==> config.mk <==
export PLATFORM = sky130hd
export DESIGN_NAME = game_fsm
export DESIGN_NICKNAME = d
export VERILOG_FILES = /design/src/rtl/game_fsm_pkg.sv /design/src/rtl/game_fsm_tick.sv /design/src/rtl/game_fsm.sv
export SDC_FILE = /design/constraint.sdc
export NUM_CORES = 1
export LEC_CHECK = 0
export CORE_MARGIN = 1
export CORE_UTILIZATION = 40
export CTS_BUF_LIST = sky130_fd_sc_hd__clkbuf_16
export DETAILED_ROUTE_END_ITERATION = 8
export PLACE_DENSITY = 0.66
export REMOVE_ABC_BUFFERS = 1
export SYNTH_ARGS = -nofsm -noshare
export SYNTH_HDL_FRONTEND = slang
export SYNTH_HIERARCHICAL = 1
export SYNTH_SLANG_ARGS = --single-unit
==> constraint.sdc <==
create_clock -name clk -period 3.4 [get_ports clk]
set_input_delay 0.68 -clock clk [delete_from_list [all_inputs] [get_ports clk]]
set_output_delay 0.68 -clock clk [all_outputs]
set_load 0.05 [all_outputs]
==> src/rtl/game_fsm_pkg.sv <==
// rtl/game_fsm_pkg.sv - state codes and state type shared by the game-flow blocks
//
// Purpose : one place for the 3-bit game state encoding seen by the
//           renderer, HUD and collision logic.
// Ports   : none (package).

package game_fsm_pkg;

    localparam int STATE_W = 3;

    // Encoded values are visible on the state output; keep them stable.
    localparam logic [STATE_W-1:0] ST_IDLE    = 3'd0;
    localparam logic [STATE_W-1:0] ST_PLAYING = 3'd1;
    localparam logic [STATE_W-1:0] ST_OVER    = 3'd2;
    localparam logic [STATE_W-1:0] ST_PAUSED  = 3'd3;
    localparam logic [STATE_W-1:0] ST_DYING   = 3'd4;

    typedef enum logic [STATE_W-1:0] {
        S_IDLE    = ST_IDLE,
        S_PLAYING = ST_PLAYING,
        S_OVER    = ST_OVER,
        S_PAUSED  = ST_PAUSED,
        S_DYING   = ST_DYING
    } state_e;

endpackage

==> src/rtl/game_fsm_tick.sv <==
// rtl/game_fsm_tick.sv - frame-tick driven down counter with expiry pulse
//
// Purpose : loadable down counter that steps once per unfrozen tick and
//           stops at zero.
// Ports   : clk, rst_n      clock, async active-low reset
//           load, load_val  synchronous load (wins over tick)
//           tick, hold      step request and freeze
//           count, zero     current value and count==0
//           expire          combinational pulse in the cycle whose tick
//                           moves count from 1 to 0, so the owner can act
//                           on the same edge the counter reaches zero

module tick_down_counter #(
    parameter int W = 8
) (
    input  logic         clk,
    input  logic         rst_n,
    input  logic         load,
    input  logic [W-1:0] load_val,
    input  logic         tick,
    input  logic         hold,
    output logic [W-1:0] count,
    output logic         zero,
    output logic         expire
);

    logic [W-1:0] count_q;
    logic         step;

    assign step = tick & ~hold & ~load & (count_q != '0);

    always_ff @(posedge clk or negedge rst_n) begin
        if (!rst_n) begin
            count_q <= '0;
        end else if (load) begin
            count_q <= load_val;
        end else if (step) begin
            count_q <= count_q - 1'b1;
        end
    end

    assign count  = count_q;
    assign zero   = (count_q == '0);
    assign expire = step & (count_q == W'(1));

endmodule

==> src/rtl/game_fsm.sv <==
// rtl/game_fsm.sv - game-flow state machine with lives, pause, death and invulnerability
//
// Purpose : takes every game-flow decision between input/collision logic and
//           the renderer/HUD. Timing advances only on frame_tick.
// Ports   : clk, rst_n   clock, async active-low reset
//           frame_tick   one-cycle pulse per video frame
//           start_game   starts a game from IDLE
//           pause_btn    level; rising edge toggles pause
//           hit          collision pulse
//           restart      returns to IDLE from any state
//           state        IDLE=0 PLAYING=1 OVER=2 PAUSED=3 DYING=4
//           lives        remaining lives
//           invuln       high while the invulnerability timer is nonzero
//           score        saturating count of frame ticks spent in PLAYING
//           state_chg    one-cycle pulse after every state transition

module game_fsm
    import game_fsm_pkg::*;
#(
    parameter int MAX_LIVES    = 3,
    parameter int LIVES_W      = 2,
    parameter int DEATH_TICKS  = 30,
    parameter int INVULN_TICKS = 90,
    parameter int TMR_W        = 8,
    parameter int SCORE_W      = 16
) (
    input  logic               clk,
    input  logic               rst_n,
    input  logic               frame_tick,
    input  logic               start_game,
    input  logic               pause_btn,
    input  logic               hit,
    input  logic               restart,
    output logic [STATE_W-1:0] state,
    output logic [LIVES_W-1:0] lives,
    output logic               invuln,
    output logic [SCORE_W-1:0] score,
    output logic               state_chg
);

    localparam logic [LIVES_W-1:0] LIVES_INIT = LIVES_W'(MAX_LIVES);
    localparam logic [TMR_W-1:0]   DEATH_LD   = TMR_W'(DEATH_TICKS);
    localparam logic [TMR_W-1:0]   INVULN_LD  = TMR_W'(INVULN_TICKS);
    localparam logic [SCORE_W-1:0] SCORE_MAX  = {SCORE_W{1'b1}};

    state_e             state_q;
    state_e             state_d;
    logic [LIVES_W-1:0] lives_q;
    logic [SCORE_W-1:0] score_q;
    logic               invuln_q;
    logic               state_chg_q;
    logic               pause_q;
    logic               pause_edge;

    logic               d_load;
    logic [TMR_W-1:0]   d_val;
    logic               i_load;
    logic [TMR_W-1:0]   i_val;
    logic               dec_lives;
    logic               new_game;
    logic               respawn;
    logic               timers_hold;

    logic [TMR_W-1:0]   d_count;
    logic [TMR_W-1:0]   i_count;
    logic               d_zero;
    logic               i_zero;
    logic               d_expire;
    logic               i_expire;

    // pause_q follows the button every cycle, so a button held across a
    // state change never looks like a fresh edge.
    assign pause_edge = pause_btn & ~pause_q;

    // Both timers freeze while paused; outside their owning state they sit
    // at zero, so no further gating is needed.
    assign timers_hold = (state_q == S_PAUSED);

    tick_down_counter #(.W(TMR_W)) u_death_tmr (
        .clk      (clk),
        .rst_n    (rst_n),
        .load     (d_load),
        .load_val (d_val),
        .tick     (frame_tick),
        .hold     (timers_hold),
        .count    (d_count),
        .zero     (d_zero),
        .expire   (d_expire)
    );

    tick_down_counter #(.W(TMR_W)) u_invuln_tmr (
        .clk      (clk),
        .rst_n    (rst_n),
        .load     (i_load),
        .load_val (i_val),
        .tick     (frame_tick),
        .hold     (timers_hold),
        .count    (i_count),
        .zero     (i_zero),
        .expire   (i_expire)
    );

    // Timer values and zero flags are not needed here; the expiry pulses
    // carry everything the state machine acts on.
    logic unused_tmr;
    assign unused_tmr = ^{d_count, i_count, d_zero, i_zero};

    // Decision logic in priority order: restart > hit > pause edge >
    // start_game > timer expiry. Each state only looks at the inputs it
    // honours, which realises the per-state "ignored" rules.
    always_comb begin
        state_d   = state_q;
        d_load    = 1'b0;
        d_val     = '0;
        i_load    = 1'b0;
        i_val     = '0;
        dec_lives = 1'b0;
        new_game  = 1'b0;
        respawn   = 1'b0;
        if (restart) begin
            state_d = S_IDLE;
            d_load  = 1'b1;
            i_load  = 1'b1;
        end else begin
            case (state_q)
                S_IDLE: begin
                    if (start_game) begin
                        state_d  = S_PLAYING;
                        new_game = 1'b1;
                        d_load   = 1'b1;
                        i_load   = 1'b1;
                    end
                end
                S_PLAYING: begin
                    // A qualifying hit consumes a same-cycle pause edge.
                    if (hit && !invuln_q) begin
                        state_d   = S_DYING;
                        dec_lives = 1'b1;
                        d_load    = 1'b1;
                        d_val     = DEATH_LD;
                    end else if (pause_edge) begin
                        state_d = S_PAUSED;
                    end
                end
                S_PAUSED: begin
                    if (pause_edge) begin
                        state_d = S_PLAYING;
                    end
                end
                S_DYING: begin
                    // lives was already decremented when the hit landed.
                    if (d_expire) begin
                        if (lives_q == '0) begin
                            state_d = S_OVER;
                        end else begin
                            state_d = S_PLAYING;
                            respawn = 1'b1;
                            i_load  = 1'b1;
                            i_val   = INVULN_LD;
                        end
                    end
                end
                S_OVER: begin
                    state_d = S_OVER;
                end
                default: begin
                    state_d = S_IDLE;
                end
            endcase
        end
    end

    always_ff @(posedge clk or negedge rst_n) begin
        if (!rst_n) begin
            state_q     <= S_IDLE;
            lives_q     <= LIVES_INIT;
            score_q     <= '0;
            invuln_q    <= 1'b0;
            state_chg_q <= 1'b0;
            pause_q     <= 1'b0;
        end else begin
            pause_q     <= pause_btn;
            state_q     <= state_d;
            state_chg_q <= (state_d != state_q);

            if (new_game) begin
                lives_q <= LIVES_INIT;
                score_q <= '0;
            end else begin
                if (dec_lives) begin
                    lives_q <= lives_q - 1'b1;
                end
                // A tick still scores in the cycle PLAYING is left by a hit
                // or pause; restart freezes the score as-is.
                if (state_q == S_PLAYING && frame_tick && !restart &&
                    score_q != SCORE_MAX) begin
                    score_q <= score_q + 1'b1;
                end
            end

            // Mirrors "invuln timer nonzero" without a combinational output.
            if (restart || new_game) begin
                invuln_q <= 1'b0;
            end else if (respawn) begin
                invuln_q <= 1'b1;
            end else if (i_expire) begin
                invuln_q <= 1'b0;
            end
        end
    end

    assign state     = state_q;
    assign lives     = lives_q;
    assign invuln    = invuln_q;
    assign score     = score_q;
    assign state_chg = state_chg_q;

endmodule

==> metrics.json <==
{
  "timing.critical_path.buf_inv": {"value": 2},
  "worstRegToRegCells": {"value": 12},
  "tritoncts": {"value": "built"},
  "total_power": {"value": 0.00136, "unit": "W"},
  "cts_inserted_buffers": {"value": 5},
  "clkPwrFrac": {"value": 0.331},
  "filler_cell_count": {"value": 635},
  "flow.area_growth_from_synthesis": {"value": 21.9, "unit": "%"},
  "clock_skew": {"value": 7.14, "unit": "ps"},
  "critical_path_depth": {"value": 13},
  "first_pass_grt_wire_length": {"value": 10800, "unit": "um"},
  "timing_worst_slew_pin_value": {"value": 936, "unit": "ps"},
  "pwr-share-comb": {"value": 0.251},
  "cells_along_the_critical_path": {"value": "clkdlybuf4s50_1, nor2b_1, mux2i_1, o31ai_2, nand3b_1, nor4_1, nand3b_1, nand2_1, nand2_1, nand2_1, buf_4, nor4_2, a221o_1"},
  "insertion_delay": {"value": 280, "unit": "ps"},
  "worst_slew_margin_rel": {"value": 0.376},
  "share_of_total_power_in_sequential_cells": {"value": 0.418},
  "yosysWarnings": {"value": 6},
  "worst_ep_required_time": {"value": 3570, "unit": "ps"},
  "global_route_usage_sum": {"value": 0.189},
  "power.leakage": {"value": 1.35, "unit": "nW"},
  "internal-power": {"value": 0.000914, "unit": "W"},
  "cts_max_level": {"value": 2},
  "finalWirelength": {"value": 6290, "unit": "um"},
  "drtPass1Iterations": {"value": 4},
  "cts_repair_resize_count": {"value": 0},
  "unrepaired_setup_endpoints_after_global_routing": {"value": "no"},
  "fmaxAchievable": {"value": 341, "unit": "MHz"},
  "timing.critical_path.slowest_cell_delay": {"value": 430, "unit": "ps"},
  "detailroute.via_count": {"value": 2416},
  "number_of_global_route_vias_before_repair": {"value": 2299},
  "report.final.setup_viol": {"value": 0},
  "grt_antenna_before_repair": {"value": 0},
  "floorplan.io_pins": {"value": 30},
  "power.switching_fraction": {"value": 0.328},
  "path_common_cell": {"value": "nand2_1"},
  "maxCapViolCount": {"value": 0},
  "grt_overflow_total": {"value": 0},
  "post_drt_via_cell_ratio": {"value": 5.82},
  "cts_root_buffer": {"value": "clkbuf_16"},
  "final_report_max_slew_violation_count": {"value": 0},
  "dieArea": {"value": 6980, "unit": "um2"},
  "max-clock-path-buffers": {"value": 2},
  "routed_len_inst": {"value": 15.2, "unit": "um"},
  "multi_input_comb_area": {"value": 1570, "unit": "um2"},
  "core_region": {"value": 6390, "unit": "um2"},
  "cts.hold.buffers_added": {"value": 0},
  "drive_gt1_frac": {"value": 0.0976},
  "critical_path.endpoint_type": {"value": "flip-flop"},
  "min_path_cells": {"value": 2},
  "globalplace.congestion": {"value": 0.863},
  "site_rows": {"value": 29},
  "worstHoldPathType": {"value": "flip-flop to flip-flop"},
  "critPathSlowestCell": {"value": "clkdlybuf4s50_1"},
  "antenna_cells": {"value": 0},
  "portBuffers": {"value": 29},
  "fp.dieH": {"value": 83.6, "unit": "um"},
  "drt_iter0_markers": {"value": 99},
  "start_kind": {"value": "primary input"},
  "critical-path-top-delay-family": {"value": "simple AND/OR/NAND/NOR gates"},
  "detail-route-antenna-nets": {"value": 0},
  "maximum_net_fanout_on_the_critical_path": {"value": 15},
  "crit_path_dat": {"value": 3100, "unit": "ps"},
  "cts.clk_slew.worst_paths": {"value": 60, "unit": "ps"},
  "final_period_minus_worst_setup_slack": {"value": 2930, "unit": "ps"},
  "post_synth_inst_count": {"value": 294},
  "postSynthAreaPerCell": {"value": 9.05, "unit": "um2"},
  "final_hold_violating_endpoints": {"value": 0},
  "worst_ir_drop_vdd": {"value": 207, "unit": "uV"},
  "dp_hpwl": {"value": 4450, "unit": "um"},
  "syn_area": {"value": 2660, "unit": "um2"},
  "power_per_cell_area": {"value": 420, "unit": "nW/um2"},
  "drt_drc_violations_left": {"value": 0},
  "fin_crit_sh": {"value": 0.861},
  "postCtsSetupRepairBufs": {"value": 0},
  "grt_start_max_net_pins": {"value": 41},
  "netSwitchingPower": {"value": 0.000447, "unit": "W"},
  "tns": {"value": 0, "unit": "ps"},
  "tritoncts_num_sinks": {"value": 40},
  "die_width": {"value": 83.6, "unit": "um"},
  "seqCellArea": {"value": 1000, "unit": "um2"},
  "starting_density_of_the_core": {"value": 0.417},
  "final_net_count": {"value": 350},
  "crit_type": {"value": "primary input to flip-flop"},
  "status": {"value": "complete, no violations"}
}
==> power groups by stage <==
stage | sequential [W] | combinational, W | clock, W
finish | 0.000568 | 0.000341 | 0.000451
global route | 0.000576 | 0.000371 | 0.000484
CTS | 0.000569 | 0.000341 | 0.000465
detailed placement | 0.000577 | 0.000338 | 0
global placement | 0.000577 | 0.000332 | 0
floorplan | 0.000619 | 0.000180 | 0
==> cell usage in the layout, fill, tap and decap left out, types with 3 or more instances in the layout <==
master / n
nand2_1: 31
conb_1: 8
nand2b_1: 11
clkbuf_16: 5
a2111o_1: 5
a21oi_1: 9
nor4_1: 8
or4_1: 7
clkdlybuf4s50_1: 28
nand3_1: 21
nor2b_1: 7
o31a_1: 3
ha_1: 6
buf_4: 11
a22oi_1: 4
inv_1: 20
nand3b_1: 8
xnor2_1: 5
dfrtp_1: 38
o21ai_0: 4
nor3_1: 5
nand4_1: 5
a41o_1: 4
o211ai_1: 11
nor2_1: 18
==> stage by stage <==
step	setup slack, ps	hold WS, ps	cell area (um2)	utilization	std cells
after CTS	489	519	3240	0.508	415
after floorplan	-489	384	2640	-	290
final	472	512	3240	0.508	415
after global routing	251	547	3240	0.508	415
after global placement	273	499	3100	0.486	407
after detailed placement	186	508	3100	0.486	407
==> routing by layer <==
layer / vias to the layer above / track usage / routed length [um]
met5: - / 0 / 0
met4: 0 / 0.0462 / 74
met3: 8 / 0.0415 / 237
met2: 64 / 0.317 / 3080
met1: 1158 / 0.249 / 2900
li1: 1186 / - / -
==> final timing paths <==
path / from / endpoint / slack [ps]
hold reg to reg: lives[1]$_DFFE_PN1P_ / lives[1]$_DFFE_PN1P_ / 510
hold / removal: lives[1]$_DFFE_PN1P_ / lives[1]$_DFFE_PN1P_ / 510
setup / recovery: hit / u_invuln_tmr/count[6]$_DFFE_PN0P_ / 470
setup reg to reg: state[0]$_DFF_PN0_ / u_invuln_tmr/count[6]$_DFFE_PN0P_ / 670
min in group asynchronous: rst_n / u_death_tmr/count[3]$_DFFE_PN0P_ / 540
max in group asynchronous: rst_n / score[15]$_DFFE_PN0P_ / 2280
==> flip-flops by register name, indices dropped and copies added, names as in the netlist <==
register and count:
u_death_tmr/count 8, u_invuln_tmr/count 8, state 3, state_chg 1, score 16, invuln 1, lives 2, pause_q 1
==> tightest hold or removal path, cell delays in order (launching register included) <==
cell and delay (ps):
dfstp_2 380, nand2_1 50, o211ai_1 70
==> layout make-up <==
cell class                 count  share of cell area
clock buffer                   5              0.0386
clock inverter                 3             0.00386
inverter                      18              0.0208
multi-input combinational    232               0.484
sequential                    40               0.310
tap                           77              0.0297
timing repair buffer          40               0.113
(Power assumes the default switching activity.)
